--- src/rtl/comando_movimento_if.sv ---
// comando_movimento_if
//
// Bundles the command and motion signals of the comando_movimento sequencer.
//
// Signals:
//   start       command strobe from the top-level controller
//   dir_alvo    target heading (001 Norte, 010 Oeste, 011 Leste, 100 Sul)
//   passos      number of advances requested, 0..15
//   orientacao  current heading fed back from the orientation block
//   girar       turn request to the orientation block
//   avancar     advance request to the advance block
//   busy        sequencer is processing a command
//   done        one-cycle pulse, command completed
//   erro        one-cycle pulse, command aborted
//
// Modports:
//   master  the sequencer side; it initiates girar/avancar
//   slave   the surrounding controller and motion blocks
interface comando_movimento_if;

  logic       start;
  logic [2:0] dir_alvo;
  logic [3:0] passos;
  logic [2:0] orientacao;
  logic       girar;
  logic       avancar;
  logic       busy;
  logic       done;
  logic       erro;

  modport master (
    input  start,
    input  dir_alvo,
    input  passos,
    input  orientacao,
    output girar,
    output avancar,
    output busy,
    output done,
    output erro
  );

  modport slave (
    output start,
    output dir_alvo,
    output passos,
    output orientacao,
    input  girar,
    input  avancar,
    input  busy,
    input  done,
    input  erro
  );

endinterface

--- src/rtl/comando_movimento.sv ---
// comando_movimento
//
// Command sequencer for the robot motion blocks. A command (target heading plus
// a step count) is latched in OCIOSO. The sequencer then issues girar pulses
// until the fed-back heading equals the target, and one avancar pulse per step,
// rechecking the heading before every step. A successful command ends with a
// one-cycle done pulse; an invalid heading, a turn that would exceed three
// rotations, or (optionally) a stuck turn ends with a one-cycle erro pulse.
//
// Parameters:
//   PULSO    cycles each girar/avancar pulse is held high, and length of the
//            low gap after each advance (>= 1)
//   TIMEOUT  cycles to wait for a heading change after a girar pulse; only
//            used when TIMEOUT_EN is defined
//
// Ports:
//   c1     clock, rising edge
//   reset  asynchronous, active-high reset
//   bus    comando_movimento_if.master (start, dir_alvo, passos, orientacao in;
//          girar, avancar, busy, done, erro out)
//
// Build option:
//   TIMEOUT_EN  when defined, ESPERA_G gives up after TIMEOUT cycles without a
//               heading change and aborts with erro. When undefined, ESPERA_G
//               waits indefinitely and only reset leaves it.
//
// All outputs are registers loaded from the decoded next state, so they line
// up with the state register and drop to 0 as soon as reset is asserted.
module comando_movimento #(
  parameter int unsigned PULSO   = 2,
  parameter int unsigned TIMEOUT = 16
) (
  input logic                 c1,
  input logic                 reset,
  comando_movimento_if.master bus
);

  // The shared counter must hold PULSO-1 and TIMEOUT-1.
  localparam int unsigned CntMax = (TIMEOUT > PULSO) ? TIMEOUT : PULSO;
  localparam int unsigned CntW   = (CntMax > 1) ? $clog2(CntMax) : 1;

  localparam logic [CntW-1:0] PulsoLd = CntW'(PULSO - 1);
`ifdef TIMEOUT_EN
  localparam logic [CntW-1:0] TimeoutLd = CntW'(TIMEOUT - 1);
`endif

  typedef enum logic [2:0] {
    StOcioso,
    StCheca,
    StGira,
    StEsperaG,
    StAvanca,
    StPausa,
    StFim,
    StErro
  } state_e;

  state_e state_q, state_d;

  logic [2:0]      dir_q, dir_d;     // latched target heading
  logic [3:0]      resto_q, resto_d; // advances still to issue
  logic [1:0]      giros_q, giros_d; // turns issued for this command
  logic [2:0]      head_q, head_d;   // heading captured when a turn starts
  logic [CntW-1:0] cnt_q, cnt_d;     // pulse/gap/timeout counter

  logic girar_q, girar_d;
  logic avancar_q, avancar_d;
  logic busy_q, busy_d;
  logic done_q, done_d;
  logic erro_q, erro_d;

  logic dir_valida;
  logic alinhado;
  logic cnt_zero;

  // Only the four cardinal encodings 001..100 are legal headings.
  assign dir_valida = (bus.dir_alvo == 3'b001) || (bus.dir_alvo == 3'b010) ||
                      (bus.dir_alvo == 3'b011) || (bus.dir_alvo == 3'b100);
  assign alinhado   = (bus.orientacao == dir_q);
  assign cnt_zero   = (cnt_q == '0);

  //--------------------------------------------------------------------------
  // Next-state and datapath
  //--------------------------------------------------------------------------
  always_comb begin
    state_d = state_q;
    dir_d   = dir_q;
    resto_d = resto_q;
    giros_d = giros_q;
    head_d  = head_q;
    cnt_d   = cnt_zero ? cnt_q : (cnt_q - CntW'(1));

    unique case (state_q)
      StOcioso: begin
        if (bus.start) begin
          if (dir_valida) begin
            dir_d   = bus.dir_alvo;
            resto_d = bus.passos;
            giros_d = 2'd0;
            state_d = StCheca;
          end else begin
            state_d = StErro;
          end
        end
      end

      StCheca: begin
        if (alinhado) begin
          state_d = (resto_q == 4'd0) ? StFim : StAvanca;
        end else if (giros_q == 2'd3) begin
          // Three turns cover the full rotation; a fourth means the feedback
          // is not following the requests.
          state_d = StErro;
        end else begin
          head_d  = bus.orientacao;
          giros_d = giros_q + 2'd1;
          state_d = StGira;
        end
      end

      StGira: begin
        if (cnt_zero) begin
          state_d = StEsperaG;
        end
      end

      StEsperaG: begin
        if (bus.orientacao != head_q) begin
          state_d = StCheca;
        end
`ifdef TIMEOUT_EN
        else if (cnt_zero) begin
          state_d = StErro;
        end
`endif
      end

      StAvanca: begin
        if (cnt_zero) begin
          resto_d = resto_q - 4'd1;
          state_d = StPausa;
        end
      end

      StPausa: begin
        if (cnt_zero) begin
          state_d = StCheca;
        end
      end

      StFim: begin
        state_d = StOcioso;
      end

      StErro: begin
        state_d = StOcioso;
      end

      default: begin
        state_d = StOcioso;
      end
    endcase

    // The counter restarts on every state change.
    if (state_d != state_q) begin
`ifdef TIMEOUT_EN
      cnt_d = (state_d == StEsperaG) ? TimeoutLd : PulsoLd;
`else
      cnt_d = PulsoLd;
`endif
    end
  end

  //--------------------------------------------------------------------------
  // Output decode from the next state
  //--------------------------------------------------------------------------
  always_comb begin
    girar_d   = (state_d == StGira);
    avancar_d = (state_d == StAvanca);
    busy_d    = (state_d != StOcioso);
    done_d    = (state_d == StFim);
    erro_d    = (state_d == StErro);
  end

  //--------------------------------------------------------------------------
  // State and output registers
  //--------------------------------------------------------------------------
  always_ff @(posedge c1 or posedge reset) begin
    if (reset) begin
      state_q   <= StOcioso;
      dir_q     <= 3'b000;
      resto_q   <= 4'd0;
      giros_q   <= 2'd0;
      head_q    <= 3'b000;
      cnt_q     <= '0;
      girar_q   <= 1'b0;
      avancar_q <= 1'b0;
      busy_q    <= 1'b0;
      done_q    <= 1'b0;
      erro_q    <= 1'b0;
    end else begin
      state_q   <= state_d;
      dir_q     <= dir_d;
      resto_q   <= resto_d;
      giros_q   <= giros_d;
      head_q    <= head_d;
      cnt_q     <= cnt_d;
      girar_q   <= girar_d;
      avancar_q <= avancar_d;
      busy_q    <= busy_d;
      done_q    <= done_d;
      erro_q    <= erro_d;
    end
  end

  assign bus.girar   = girar_q;
  assign bus.avancar = avancar_q;
  assign bus.busy    = busy_q;
  assign bus.done    = done_q;
  assign bus.erro    = erro_q;

endmodule

--- src/flat_wrapper.sv ---
// flat-port wrapper written by rule: the top's interface ports become plain ports
module comando_movimento_flat 
#(
  parameter int unsigned PULSO   = 2,
  parameter int unsigned TIMEOUT = 16
)
  (c1, reset, bus_start, bus_dir_alvo, bus_passos, bus_orientacao, bus_girar, bus_avancar, bus_busy, bus_done, bus_erro);
  comando_movimento_if bus_i ();
  input logic c1;
  input logic reset;
  input wire logic [$bits(bus_i.start)-1:0] bus_start;
  input wire logic [$bits(bus_i.dir_alvo)-1:0] bus_dir_alvo;
  input wire logic [$bits(bus_i.passos)-1:0] bus_passos;
  input wire logic [$bits(bus_i.orientacao)-1:0] bus_orientacao;
  output wire logic [$bits(bus_i.girar)-1:0] bus_girar;
  output wire logic [$bits(bus_i.avancar)-1:0] bus_avancar;
  output wire logic [$bits(bus_i.busy)-1:0] bus_busy;
  output wire logic [$bits(bus_i.done)-1:0] bus_done;
  output wire logic [$bits(bus_i.erro)-1:0] bus_erro;
  assign bus_i.start = bus_start;
  assign bus_i.dir_alvo = bus_dir_alvo;
  assign bus_i.passos = bus_passos;
  assign bus_i.orientacao = bus_orientacao;
  assign bus_girar = bus_i.girar;
  assign bus_avancar = bus_i.avancar;
  assign bus_busy = bus_i.busy;
  assign bus_done = bus_i.done;
  assign bus_erro = bus_i.erro;
  comando_movimento #(.PULSO(PULSO), .TIMEOUT(TIMEOUT)) u_core (.c1(c1), .reset(reset), .bus(bus_i));
endmodule
--- config.mk ---
export PLATFORM = sky130hd
export DESIGN_NAME = comando_movimento_flat
export DESIGN_NICKNAME = d
export VERILOG_FILES = /design/src/rtl/comando_movimento_if.sv /design/src/rtl/comando_movimento.sv /design/src/flat_wrapper.sv
export SDC_FILE = /design/constraint.sdc
export NUM_CORES = 1
export LEC_CHECK = 0
export ABC_AREA = 1
export BUFFER_PORTS_ARGS = -buffer_cell sky130_fd_sc_hd__buf_2
export CAP_MARGIN = 5
export CORE_MARGIN = 2
export CORE_UTILIZATION = 58
export CTS_CLUSTER_DIAMETER = 60
export DETAILED_ROUTE_END_ITERATION = 8
export PLACE_DENSITY_LB_ADDON = 0.15
export SKIP_CTS_REPAIR_TIMING = 1
export SLEW_MARGIN = 20
export SYNTH_ARGS = -nofsm -noshare
export SYNTH_HDL_FRONTEND = slang
export SYNTH_SLANG_ARGS = --single-unit
--- constraint.sdc ---
create_clock -name c1 -period 3.2 [get_ports c1]
set_clock_uncertainty 0.15 [all_clocks]
set_input_delay 0.32 -clock c1 [delete_from_list [all_inputs] [get_ports c1]]
set_output_delay 0.32 -clock c1 [all_outputs]
set_load 0.05 [all_outputs]
==> results.md <==
- Critical path data required time: 3.31 ns
- Path category of the worst min-delay check: in2async
- Number of I/O pins: 18
- Routability-driven placement congestion ratio: roughly 0.94
- TritonCTS clock tree: yes
- Clock transition at the registers of the reported paths: 0.13 ns
- Total global routing track utilization: 23.6%
- Core Util, Final: between 60% and 70%
- Max-Slew Margin vs Limit: 40.0%
- Summed instance area of the synthesized netlist: 1350 um2
- Fin. Hold Viols: 0
- Max_cap viols: 0
- Synth-to-layout area growth: 12.0%
- Net switching power: 0.704 mW
- Worst Setup Start Kind: register
- Tcrit/Tclk final: 57.5%
- Cell Count, Final, Fillers Out: about 230
- Final routed wirelength across all metal layers: 2670 um
- Number of global-route vias before repair: 1148
- Placed instance count: 221
- DIE AREA: 2730 um2
- Post-synth net total: between 150 and 200
- Arr. time, crit path: just under 2 ns
- Number of flops mapped to enable cells by yosys: 0
- Top_reg_cell synth: sky130_fd_sc_hd__dfrtp_1
- Share of the synthesized area in the top cell type: 44.5%
- Max Fclk: around 0.54 GHz
- Antenna Nets Post-Route: 0
- Syn Inst Count: around 180
- Category of the worst setup path capture point: register
- Library cell occupying the most area in the post-synthesis netlist: sky130_fd_sc_hd__dfrtp_1
- Worst Max-Slew Pin Slew: 0.900 ns
- Total power: 1.50 mW
- Leading post-synthesis cells by cell area: sky130_fd_sc_hd__dfrtp_1, sky130_fd_sc_hd__nand2_1, sky130_fd_sc_hd__inv_1, sky130_fd_sc_hd__o21ai_0, sky130_fd_sc_hd__nand3_1
- Fraction of final layout cells sized beyond drive strength 1: 18.8%
- Maximum number of pins on one net before global-route repair: 25
- Number of antenna violations at the first check in global routing: 0
- Part of the total power dissipated in the clock network: 14.6%
- Library cell appearing most often on the critical path: sky130_fd_sc_hd__nand2_1
- Yosys reg bits: 24
- Synth cell count leaders: sky130_fd_sc_hd__nand2_1, sky130_fd_sc_hd__inv_1, sky130_fd_sc_hd__dfrtp_1
- Number of filler cells placed in the layout: slightly below 200
- Average footprint of a synthesized cell: 7.62 um2
- Clk Tree Root Cell: sky130_fd_sc_hd__clkbuf_4
- Type of the setup path with the least slack: reg2reg
- Die Y-Extent: ~52 um
- Total CTS buffers: 3
- Cell count of the worst reg-to-reg path: 10
- Result of the run: finished clean
- Reg-to-Reg End: u_core.cnt_q[3]$_DFFE_PP0P_
- Pwr/cell area: approximately 1000 nW/um2
- Number of nets in the layout: around 210
- Cell-by-cell listing of the critical path: inv_1 -> ha_1 -> nand3_2 -> a31oi_1 -> nand2_1 -> nand2_2 -> nand2_1 -> nand2_1 -> nand3_2 -> nor2_1
- Cell Int Power: 0.793 mW
- Net Sw Frac: a little under half
- First-pass iteration count of the detailed router: 4
- Share of synthesized registers carrying an async set or reset: 100%
- Die width: 52.2 um
- Number of distinct library cells after synthesis: 24
- Highest cell delay on the worst timing path: 0.41 ns
- Min Clock Period, post-route: 1.84 ns
- First-pass GRT wire length: around 4700 um
- Detailed placement HPWL: 2070 um
- Number of placement rows: 17
- Sinks on Clock Net: 24
- Vias: 1182
- Buffer depth of the longest clock path: 2
- Crit path max-delay cell type: sky130_fd_sc_hd__dfrtp_1
- Synthesis Warnings: 0
- RSZ-0062 raised after global routing: false
- Area of the multi-input gates: around 610 um2
- Starting DRC count in detailed routing: 27
- Portion of total power attributed to combinational logic: 50.1%
- Portion of total power attributed to sequential cells: 35.3%
- Post-Route Setup TNS: 0 ns
- Detail-routed net length per standard cell: 11.9 um
- Final antenna diode count: 0
- Reg area: 601 um2
- Sequential element share of the synthesized area: 44.5%
- Pins over their slew limit: 0
- Via density: approximately 5.3
- Core area: 2210 um2
- Skew-Pair Late Insertion Delay: 0.32 ns
- Cell leakage power: 0.803 nW
- Register-to-register path setup slack: 1.36 ns
- Post-route DRC violation count: 0
- Highest ir drop seen on vdd: 0.000569 V
- Overflow left after global routing: 0
- Total number of H-tree levels: 1
- Beginning of the worst register-to-register path: u_core.cnt_q[0]$_DFFE_PP0P_
- Initial core utilization: between 60 and 70%
- Setup-failing EPs final: 0
- Most common cell in the netlist: sky130_fd_sc_hd__nand2_1
- # port buffers: 17
- Highest fanout seen on the critical path: 6
area by class of cell:
cell class / count / share of cell area, %
inverters: 34 / 8.45
flip-flops and latches: 24 / 39.8
well taps: 28 / 2.32
clock inverters: 1 / 1.99
multi-input cells: 118 / 40.3
repair buffers: 17 / 5.63
clock buffers: 3 / 1.49
through the flow:
step | cell area [um2] | worst slack, ns | hold slack (ns)
floorplan | 1350 | 1.60 | 0.185
global placement | 1460 | 1.52 | 0.337
detailed placement | 1460 | 1.36 | 0.348
CTS | 1510 | 1.34 | 0.0402
global route | 1510 | 1.19 | 0.0903
finish | 1510 | 1.36 | 0.0201
per-layer routing:
metal | global-route usage [%] | part of all wire (%) | vias to the layer above | routed length (um)
li1 | - | - | 597 | -
met2 | 42.2 | 51 | 31 | 1350
met1 | 26.5 | 42 | 547 | 1130
met4 | 12.8 | 2.8 | 0 | 74
met5 | 0 | 0 | - | 0
met3 | 3.71 | 4.3 | 7 | 115
registers in the layout, summed over array words and instances, names as in the netlist:
signal,count
u_core.bus.done,1
u_core.bus.erro,1
u_core.state_q,3
u_core.giros_q,2
u_core.resto_q,4
u_core.dir_q,3
u_core.cnt_q,4
u_core.bus.busy,1
u_core.bus.avancar,1
u_core.bus.girar,1
u_core.head_q,3
cell usage in the layout (no fill, tap or decap):
master and n:
sky130_fd_sc_hd__a211oi_1 1, sky130_fd_sc_hd__a21oi_1 4, sky130_fd_sc_hd__a21oi_2 1, sky130_fd_sc_hd__a31oi_1 3, sky130_fd_sc_hd__buf_2 17, sky130_fd_sc_hd__bufinv_16 1, sky130_fd_sc_hd__clkbuf_4 3, sky130_fd_sc_hd__clkinv_1 1
sky130_fd_sc_hd__dfrtp_1 24, sky130_fd_sc_hd__ha_1 3, sky130_fd_sc_hd__inv_1 31, sky130_fd_sc_hd__inv_2 2, sky130_fd_sc_hd__nand2_1 42, sky130_fd_sc_hd__nand2_2 6, sky130_fd_sc_hd__nand3_1 14, sky130_fd_sc_hd__nand3_2 2
sky130_fd_sc_hd__nand4_1 2, sky130_fd_sc_hd__nor2_1 13, sky130_fd_sc_hd__nor2_2 1, sky130_fd_sc_hd__nor2_4 2, sky130_fd_sc_hd__nor3_1 2, sky130_fd_sc_hd__o211ai_1 1, sky130_fd_sc_hd__o21ai_0 16, sky130_fd_sc_hd__o21ai_2 2
sky130_fd_sc_hd__xnor2_1 1, sky130_fd_sc_hd__xor2_1 2
worst max-delay path, delay by kind of cell, from the launching register on:
kind            cells  cell delay (ns)
fa+ha+maj           1             0.23
simple gates        7             0.71
flops               1             0.41
buf+inv             1             0.08
compound gates      1             0.19
power groups by stage:
stage,combinational (mW),sequential (mW),clock (mW)
after floorplan,0.550,0.582,0
after global placement,0.714,0.528,0
after detailed placement,0.753,0.533,0
after CTS,0.756,0.528,0.225
after global routing,0.865,0.547,0.235
final,0.750,0.528,0.219
worst max-delay path by stage:
stage                                start                     endpoint  slack (ns)
3_3_place_gp   u_core.cnt_q[0]$_DFFE_PP0P_  u_core.cnt_q[2]$_DFFE_PP0P_        1.52
5_1_grt        u_core.cnt_q[0]$_DFFE_PP0P_  u_core.cnt_q[2]$_DFFE_PP0P_        1.19
2_1_floorplan  u_core.cnt_q[0]$_DFFE_PP0P_  u_core.cnt_q[1]$_DFFE_PP0P_        1.60
6_report       u_core.cnt_q[0]$_DFFE_PP0P_  u_core.cnt_q[3]$_DFFE_PP0P_        1.36
4_1_cts        u_core.cnt_q[0]$_DFFE_PP0P_  u_core.cnt_q[3]$_DFFE_PP0P_        1.34
3_5_place_dp   u_core.cnt_q[0]$_DFFE_PP0P_  u_core.cnt_q[3]$_DFFE_PP0P_        1.36
logic make-up after synthesis:
kind of cell               synth area share, %
and+or+nand+nor                           28.6
buffers and inverters                     10.3
AOI/OAI and AO/OA                         11.9
DFF                                       44.5
xor gates and xnor gates                  1.95
adders and majority gates                 2.78
(Power assumes the default switching activity.)
